$ cat src/rtl/mul8_seq_pkg.sv
// Shared CPU definitions for the multi-cycle MUL stage: state encoding,
// write-back byte select encoding and the default datapath width.
package mul8_seq_pkg;

  localparam int DATA_W = 8;

  typedef enum logic [1:0] {
    ST_IDLE  = 2'd0,
    ST_CALC  = 2'd1,
    ST_WB_LO = 2'd2,
    ST_WB_HI = 2'd3
  } state_t;

  localparam logic SEL_LO = 1'b0;
  localparam logic SEL_HI = 1'b1;

endpackage

$ cat src/rtl/mul8_seq_add_w.sv
// WIDTH-bit unsigned adder with carry-out; reused by the ALU.
module add_w #(
  parameter int WIDTH = 8
) (
  input  logic [WIDTH-1:0] a,
  input  logic [WIDTH-1:0] b,
  output logic [WIDTH-1:0] sum,
  output logic             cout
);

  assign {cout, sum} = {1'b0, a} + {1'b0, b};

endmodule

$ cat src/rtl/mul8_seq.sv
// Shift-add unsigned multiplier: WIDTH iterations, then the product is
// streamed out low byte first, high byte second, toward the reg8 pair.
module mul8_seq
  import mul8_seq_pkg::*;
#(
  parameter int WIDTH = DATA_W
) (
  input  logic               CLK,
  input  logic               RST_N,
  input  logic               START,
  input  logic [WIDTH-1:0]   A,
  input  logic [WIDTH-1:0]   B,
  output logic               BUSY,
  output logic               DONE,
  output logic [2*WIDTH-1:0] P,
  output logic [WIDTH-1:0]   WB_D,
  output logic               WB_WE,
  output logic               WB_SEL
);

  localparam int CNT_W = (WIDTH > 1) ? $clog2(WIDTH) : 1;
  localparam logic [CNT_W-1:0] CNT_LAST = CNT_W'(WIDTH - 1);

  state_t               state_r;
  logic [WIDTH-1:0]     mcand_r;
  logic [2*WIDTH-1:0]   prod_r;
  logic [CNT_W-1:0]     cnt_r;
  logic [2*WIDTH-1:0]   p_r;
  logic [WIDTH-1:0]     wb_d_r;
  logic                 wb_we_r;
  logic                 wb_sel_r;
  logic                 busy_r;
  logic                 done_r;

  logic [WIDTH-1:0]     addend_s;
  logic [WIDTH-1:0]     sum_s;
  logic                 carry_s;
  logic [2*WIDTH-1:0]   prod_next_s;

  // Multiplicand is added only when the current multiplier bit is set.
  always_comb begin
    addend_s = {WIDTH{1'b0}};
    if (prod_r[0]) begin
      addend_s = mcand_r;
    end else begin
      addend_s = {WIDTH{1'b0}};
    end
  end

  add_w #(.WIDTH(WIDTH)) u_add (
    .a    (prod_r[2*WIDTH-1:WIDTH]),
    .b    (addend_s),
    .sum  (sum_s),
    .cout (carry_s)
  );

  // The carry becomes the new MSB as the partial product shifts right.
  assign prod_next_s = {carry_s, sum_s, prod_r[WIDTH-1:1]};

  // Control FSM, datapath registers and registered Moore outputs.
  always_ff @(posedge CLK or negedge RST_N) begin
    if (!RST_N) begin
      state_r  <= ST_IDLE;
      mcand_r  <= {WIDTH{1'b0}};
      prod_r   <= {(2*WIDTH){1'b0}};
      cnt_r    <= {CNT_W{1'b0}};
      p_r      <= {(2*WIDTH){1'b0}};
      wb_d_r   <= {WIDTH{1'b0}};
      wb_we_r  <= 1'b0;
      wb_sel_r <= SEL_LO;
      busy_r   <= 1'b0;
      done_r   <= 1'b0;
    end else begin
      case (state_r)
        ST_IDLE: begin
          if (START) begin
            mcand_r <= A;
            prod_r  <= {{WIDTH{1'b0}}, B};
            cnt_r   <= {CNT_W{1'b0}};
            busy_r  <= 1'b1;
            state_r <= ST_CALC;
          end
        end
        ST_CALC: begin
          prod_r <= prod_next_s;
          cnt_r  <= cnt_r + CNT_W'(1);
          if (cnt_r == CNT_LAST) begin
            p_r      <= prod_next_s;
            wb_we_r  <= 1'b1;
            wb_sel_r <= SEL_LO;
            wb_d_r   <= prod_next_s[WIDTH-1:0];
            state_r  <= ST_WB_LO;
          end
        end
        ST_WB_LO: begin
          wb_we_r  <= 1'b1;
          wb_sel_r <= SEL_HI;
          wb_d_r   <= p_r[2*WIDTH-1:WIDTH];
          done_r   <= 1'b1;
          state_r  <= ST_WB_HI;
        end
        ST_WB_HI: begin
          wb_we_r  <= 1'b0;
          wb_sel_r <= SEL_LO;
          wb_d_r   <= {WIDTH{1'b0}};
          done_r   <= 1'b0;
          busy_r   <= 1'b0;
          state_r  <= ST_IDLE;
        end
        default: begin
          wb_we_r  <= 1'b0;
          wb_sel_r <= SEL_LO;
          wb_d_r   <= {WIDTH{1'b0}};
          done_r   <= 1'b0;
          busy_r   <= 1'b0;
          state_r  <= ST_IDLE;
        end
      endcase
    end
  end

  assign BUSY   = busy_r;
  assign DONE   = done_r;
  assign P      = p_r;
  assign WB_D   = wb_d_r;
  assign WB_WE  = wb_we_r;
  assign WB_SEL = wb_sel_r;

endmodule
$ cat config.mk
export PLATFORM = sky130hd
export DESIGN_NAME = mul8_seq
export DESIGN_NICKNAME = d
export VERILOG_FILES = /design/src/rtl/mul8_seq_pkg.sv /design/src/rtl/mul8_seq_add_w.sv /design/src/rtl/mul8_seq.sv
export SDC_FILE = /design/constraint.sdc
export NUM_CORES = 1
export LEC_CHECK = 0
export BUFFER_PORTS_ARGS = -buffer_cell sky130_fd_sc_hd__buf_2
export CAP_MARGIN = 5
export CORE_MARGIN = 3
export CORE_UTILIZATION = 46
export CTS_CLUSTER_DIAMETER = 150
export DETAILED_ROUTE_END_ITERATION = 6
export GPL_ROUTABILITY_DRIVEN = 0
export HOLD_SLACK_MARGIN = 0.12
export PLACE_DENSITY = 0.67
export SLEW_MARGIN = 15
export SYNTH_ARGS = -nofsm -noshare
export SYNTH_HDL_FRONTEND = slang
export SYNTH_SLANG_ARGS = --single-unit
$ cat constraint.sdc
create_clock -name CLK -period 2.3 [get_ports CLK]
set_clock_uncertainty 0.05 [all_clocks]
set_input_delay 0.46 -clock CLK [delete_from_list [all_inputs] [get_ports CLK]]
set_output_delay 0.46 -clock CLK [all_outputs]
set_load 0.01 [all_outputs]
Word level (Yosys, flattened, before mapping)
Cells that the tools add are included.
- $add $sub $neg: 2
- eq/ne operators: 6
- mux-type cells: 17
- reductions and logical operators: 11
- operators by type and width (cell ; count):
    16-bit one-hot mux with 2 select lines ; 1
    8-bit one-hot mux with 3 select lines ; 1
    16-bit 2-to-1 mux ; 1
    8-bit 2-to-1 mux ; 2
    2-bit AND reduction ; 6
    8-bit by 8-bit adder with 9-bit output ; 1
    2-bit one-hot mux with 4 select lines ; 1
    1-bit one-hot mux with 3 select lines ; 2
    3-bit one-hot mux with 2 select lines ; 1
    2-bit nonzero test ; 3
    2-bit == test, second input constant ; 2
    2-bit 2-to-1 mux ; 2
    2-bit inequality test, second input constant ; 2
    1-bit one-hot mux with 2 select lines ; 2
    3-bit by 1-bit adder with 3-bit output, second input constant ; 1
    3-bit == test, second input constant ; 1
    1-bit 2-to-1 mux ; 3
    3-bit 2-to-1 mux ; 1
    3-bit nonzero test ; 1
    2-bit by 1-bit == test with 1-bit output, second input constant ; 1
    2-bit logical NOT ; 1
- register bits: 57
- input bits: 19

Logic depth before layout (Yosys ltp)
- word-level depth: 4
- depth in mapped cells: 8
- gate-level depth less buffers: 8

Hierarchy
Synthesis repeated with hierarchy kept, for this count alone.
- cell total of the unflattened synthesis: 238
- area total of the unflattened synthesis: 2800.2 um^2
- by module, submodules not included (module ; instances ; cells an instance ; area each (um^2) ; sequential area each (um^2)):
    mul8_seq ; 1 ; 196 ; 2476.1 ; 1426.4
    add_w ; 1 ; 42 ; 324.1 ; 0.0

Worst setup path after synthesis
Ideal clock, no wire load.
- path kind: reg-to-reg
- from: reg prod_r[0]
- to: reg p_r[15] (netlist: P[15])
- library setup time: 125 ps
- data arrival time: 1940 ps
- setup slack: 185 ps
- cell stages (with the launch flop): 9
- path through: dfrtp_1 -> and2_1 -> ha_1 -> fa_1 -> a21oi_2 -> o21ai_1 -> a21oi_1 -> o21ai_1 -> mux2_2
- cells in the longest elaborated chain, start to end: 2
- ends and longest elaborated chain (item ; RTL line ; text):
    from (decl) ; mul8_seq.sv:26 ; logic [2*WIDTH-1:0] prod_r;
    from (signal assigned) ; mul8_seq.sv:65 ; prod_r <= {(2*WIDTH){1'b0}};
    from (signal assigned) ; mul8_seq.sv:78 ; prod_r <= {{WIDTH{1'b0}}, B};
    from (signal assigned) ; mul8_seq.sv:85 ; prod_r <= prod_next_s;
    8-bit 2-to-1 mux ; mul8_seq.sv:43 ; if (prod_r[0]) begin
    8-bit by 8-bit adder with 9-bit output ; mul8_seq_add_w.sv:11 ; assign {cout, sum} = {1'b0, a} + {1'b0, b};
    to (signal assigned) ; mul8_seq.sv:67 ; p_r <= {(2*WIDTH){1'b0}};
    to (signal assigned) ; mul8_seq.sv:88 ; p_r <= prod_next_s;
    to (decl) ; mul8_seq.sv:28 ; logic [2*WIDTH-1:0] p_r;
Every way passes these cells.
A chain may end at the register's enable or synchronous reset.

Worst setup path after layout
- from: reg mcand_r[0]
- to: reg p_r[15] (netlist: P[15])
- cells in the longest elaborated chain, start to end: 2
- ends and longest elaborated chain (item ; RTL line ; text):
    from (decl) ; mul8_seq.sv:25 ; logic [WIDTH-1:0] mcand_r;
    from (signal assigned) ; mul8_seq.sv:64 ; mcand_r <= {WIDTH{1'b0}};
    8-bit 2-to-1 mux ; mul8_seq.sv:43 ;
    8-bit by 8-bit adder with 9-bit output ; mul8_seq_add_w.sv:11 ;
Every way passes these cells.

==> impl_metrics.yaml <==
status:
  status: "completed"
logic_synthesis:
  yosysWarnings: 0
  synth_cell_type_count: 33
  synth_top_area_share: 0.521
  syn_inst: 243
  syn_nets: 277
  synthesis.area_um2: 2740
  yosysTopAreaCell: "dfrtp_1"
  synth_edf_count: 0
  syn_area_per_cell_um2: 11.3
  ys_seq_area_frac: 0.521
  synth-main-ff-cell: "dfrtp_1"
  synthArstFlopShare: 1.00
  ys_seq_elements: 57
  synth.top_cells.by_area: "dfrtp_1, mux2_2, ha_1"
timing:
  hold_violations: 0
  rsz0062_at_grt: "no"
  hold_slack_ns: 0.315
  finalCritPeriodShare: 0.950
  max_freq_ghz: 0.458
  slew_headroom: 0.605
  min_period_ns: 2.18
  tightest_slew_ns: 0.592
  setup_viol: 0
  setup_tns_ns: 0
  slew_violations: 0
layout:
  nets: 329
  final_common_cell: "dfrtp_1"
  n_antenna_cell: 0
  fin_area_um2: 3280
  mostFrequentLayoutCells: "dfrtp_1, buf_2, nand2_1, o21ai_0, mux2_2"
  drive_gt1_frac: 0.310
  area_growth_pct: 19.7
min_path:
  hp-start: "A[4]"
  hold_depth: 2
  hold_path_end: "mcand_r[4]"
  hp-class: "in2reg"
global_routing:
  grt_max_degree: 58
  grt_use_met3: 0.0417
  grt_usage: 0.171
  antenna_found_initial: 0
  grt_use_met2: 0.254
  grt_pass1_vias: 1873
  grt_pass1_wl_um: 9280
  grtUsageMet1: 0.234
  overflow: 0
  top_usage_layer: "met2"
route:
  drc: 0
  totalWireLength_um: 5510
  ant_nets: 0
  viasPerCell: 5.09
  num_vias: 1892
  drtPass1Iterations: 4
  drt_iter0_drc: 79
  wl_per_cell_um: 14.8
worst_setup_path:
  endpoint_kind: "flop"
  critPathKind: "reg2reg"
  r2r_setup_slack_ns: 0.12
  cp_data_required_time_ns: 2.46
  worst_ep_arrival_time_ns: 2.34
  rr_worst_depth: 8
  crit_fanout: 3
  reg2reg_to: "P[15]"
  critPathLaunchType: "flop"
  reg2reg_from: "mcand_r[0]"
floorplan:
  start_util: 0.485
  ios: 47
  die_area_um2: 6910
  die_w_um: 83.1
  core_um2: 5640
  rows: 27
  die_h_um: 83.1
clock_network:
  cts_made_buffers: 9
  htreeDepth: 3
  clk_latency_ns: 0.32
  cts.sink_count: 57
  cts_max_path_buffers: 2
  cts_tree: "done"
  path_clk_slew_ns: 0.06
  clock-root-buffer: "clkbuf_8"
place:
  dp_hpwl_um: 3930
  place_area_um2: 3030
  portBuffers: 46
power:
  internal_power_mw: 2.87
  power.density_nw_per_um2: 1390
  peakVddDrop_mv: 0.710
  sequentialPowerShare: 0.363
  p_leak_nw: 1.65
  combPwrFrac: 0.406
  p_sw_frac: 0.369
  total_power_mw: 4.54
  clockPowerShare: 0.231
  p_sw_mw: 1.67
job:
  maxCapViolations: 0
[layout make-up]
cell class	count	area [um2]
Fill cell	494	2370
Sequential cell	57	1430
Multi-Input combinational cell	172	1230
Timing Repair Buffer	51	283
Clock buffer	11	151
Tap cell	72	90.1
Clock inverter	5	77.6
Inverter	4	15.0
[synthesized netlist by cell type (all sizes together), types with 2 or more instances]
| library cell | instances |
|---|---|
| dfrtp | 57 |
| and2 | 9 |
| o21bai | 2 |
| inv | 4 |
| mux2i | 10 |
| nand2 | 36 |
| nor3b | 8 |
| ha | 14 |
| a22o | 7 |
| nor2b | 2 |
| xnor2 | 3 |
| mux2 | 21 |
| o21ai | 30 |
| a21oi | 15 |
| xor2 | 3 |
| clkbuf | 2 |
| nor2 | 5 |
| buf | 8 |
[repair_timing]
action | 4_1_cts | 5_1_grt
gates resized for setup | 0 | 1
endpoints found under the hold margin | 57 | 0
hold buffers | 1 | 0
setup buffers | 0 | 0
setup endpoints to repair | 0 | 2
[worst max-delay path by stage]
stage | slack [ns] | cells past startpoint | endpoint | from
4_1_cts | 0.07 | 8 | P[15] | mcand_r[0]
3_3_place_gp | 0.15 | 8 | P[15] | mcand_r[0]
3_5_place_dp | 0.08 | 8 | P[15] | mcand_r[0]
6_report | 0.12 | 8 | P[15] | mcand_r[0]
2_1_floorplan | 0.18 | 8 | P[15] | prod_r[0]
5_1_grt | 0.03 | 8 | P[15] | mcand_r[0]
[power groups by stage]
| stage | clock network [mW] | logic [mW] | registers [mW] |
|---|---|---|---|
| 3_3_place_gp | 0 | 1.81 | 1.66 |
| 3_5_place_dp | 0 | 1.84 | 1.67 |
| 5_1_grt | 1.13 | 2.08 | 1.71 |
| 6_report | 1.05 | 1.84 | 1.65 |
| 4_1_cts | 1.07 | 1.85 | 1.65 |
| 2_1_floorplan | 0 | 1.33 | 1.67 |
[kinds of logic (layout without fill, tap and decap cells)]
family                     after synthesis  after routing  synth area share
AOI/OAI and AO/OA                       58             58             0.125
buffers and inverters                   14             71            0.0302
xor gates and xnor gates                 6              6            0.0192
and+or+nand+nor                         62             62             0.109
DFF                                     57             57             0.521
adders and majority gates               15             15            0.0713
muxes                                   31             31             0.124
[critical path, stage by stage, from the launching register on]
cell and delay [ns]:
dfrtp_1 0.38, and2_1 0.16, ha_1 0.22, fa_1 0.43, a21oi_2 0.17, o21ai_1 0.10, a21oi_2 0.18, o21ai_1 0.11
mux2_2 0.27
[sequential cells by signal (all words and copies together) (netlist names)]
signal	count
mcand_r	8
WB_WE	1
WB_D	8
BUSY	1
cnt_r	3
P	16
WB_SEL	1
prod_r	16
state_r	2
DONE	1
[per-layer routing]
| metal | routed length [um] | vias up |
|---|---|---|
| met2 | 2380 | 40 |
| met5 | 0 | - |
| met4 | 151 | 0 |
| li1 | - | 953 |
| met1 | 2720 | 887 |
| met3 | 253 | 12 |
[through the flow]
step                utilization  setup slack, ns  std cells
floorplan                     -            0.185        243
global placement          0.538            0.147        355
detailed placement        0.538           0.0828        355
CTS                       0.580           0.0714        372
global route              0.581           0.0289        372
finish                    0.581            0.116        372
Note: power is estimated with default switching activity, not from simulation.
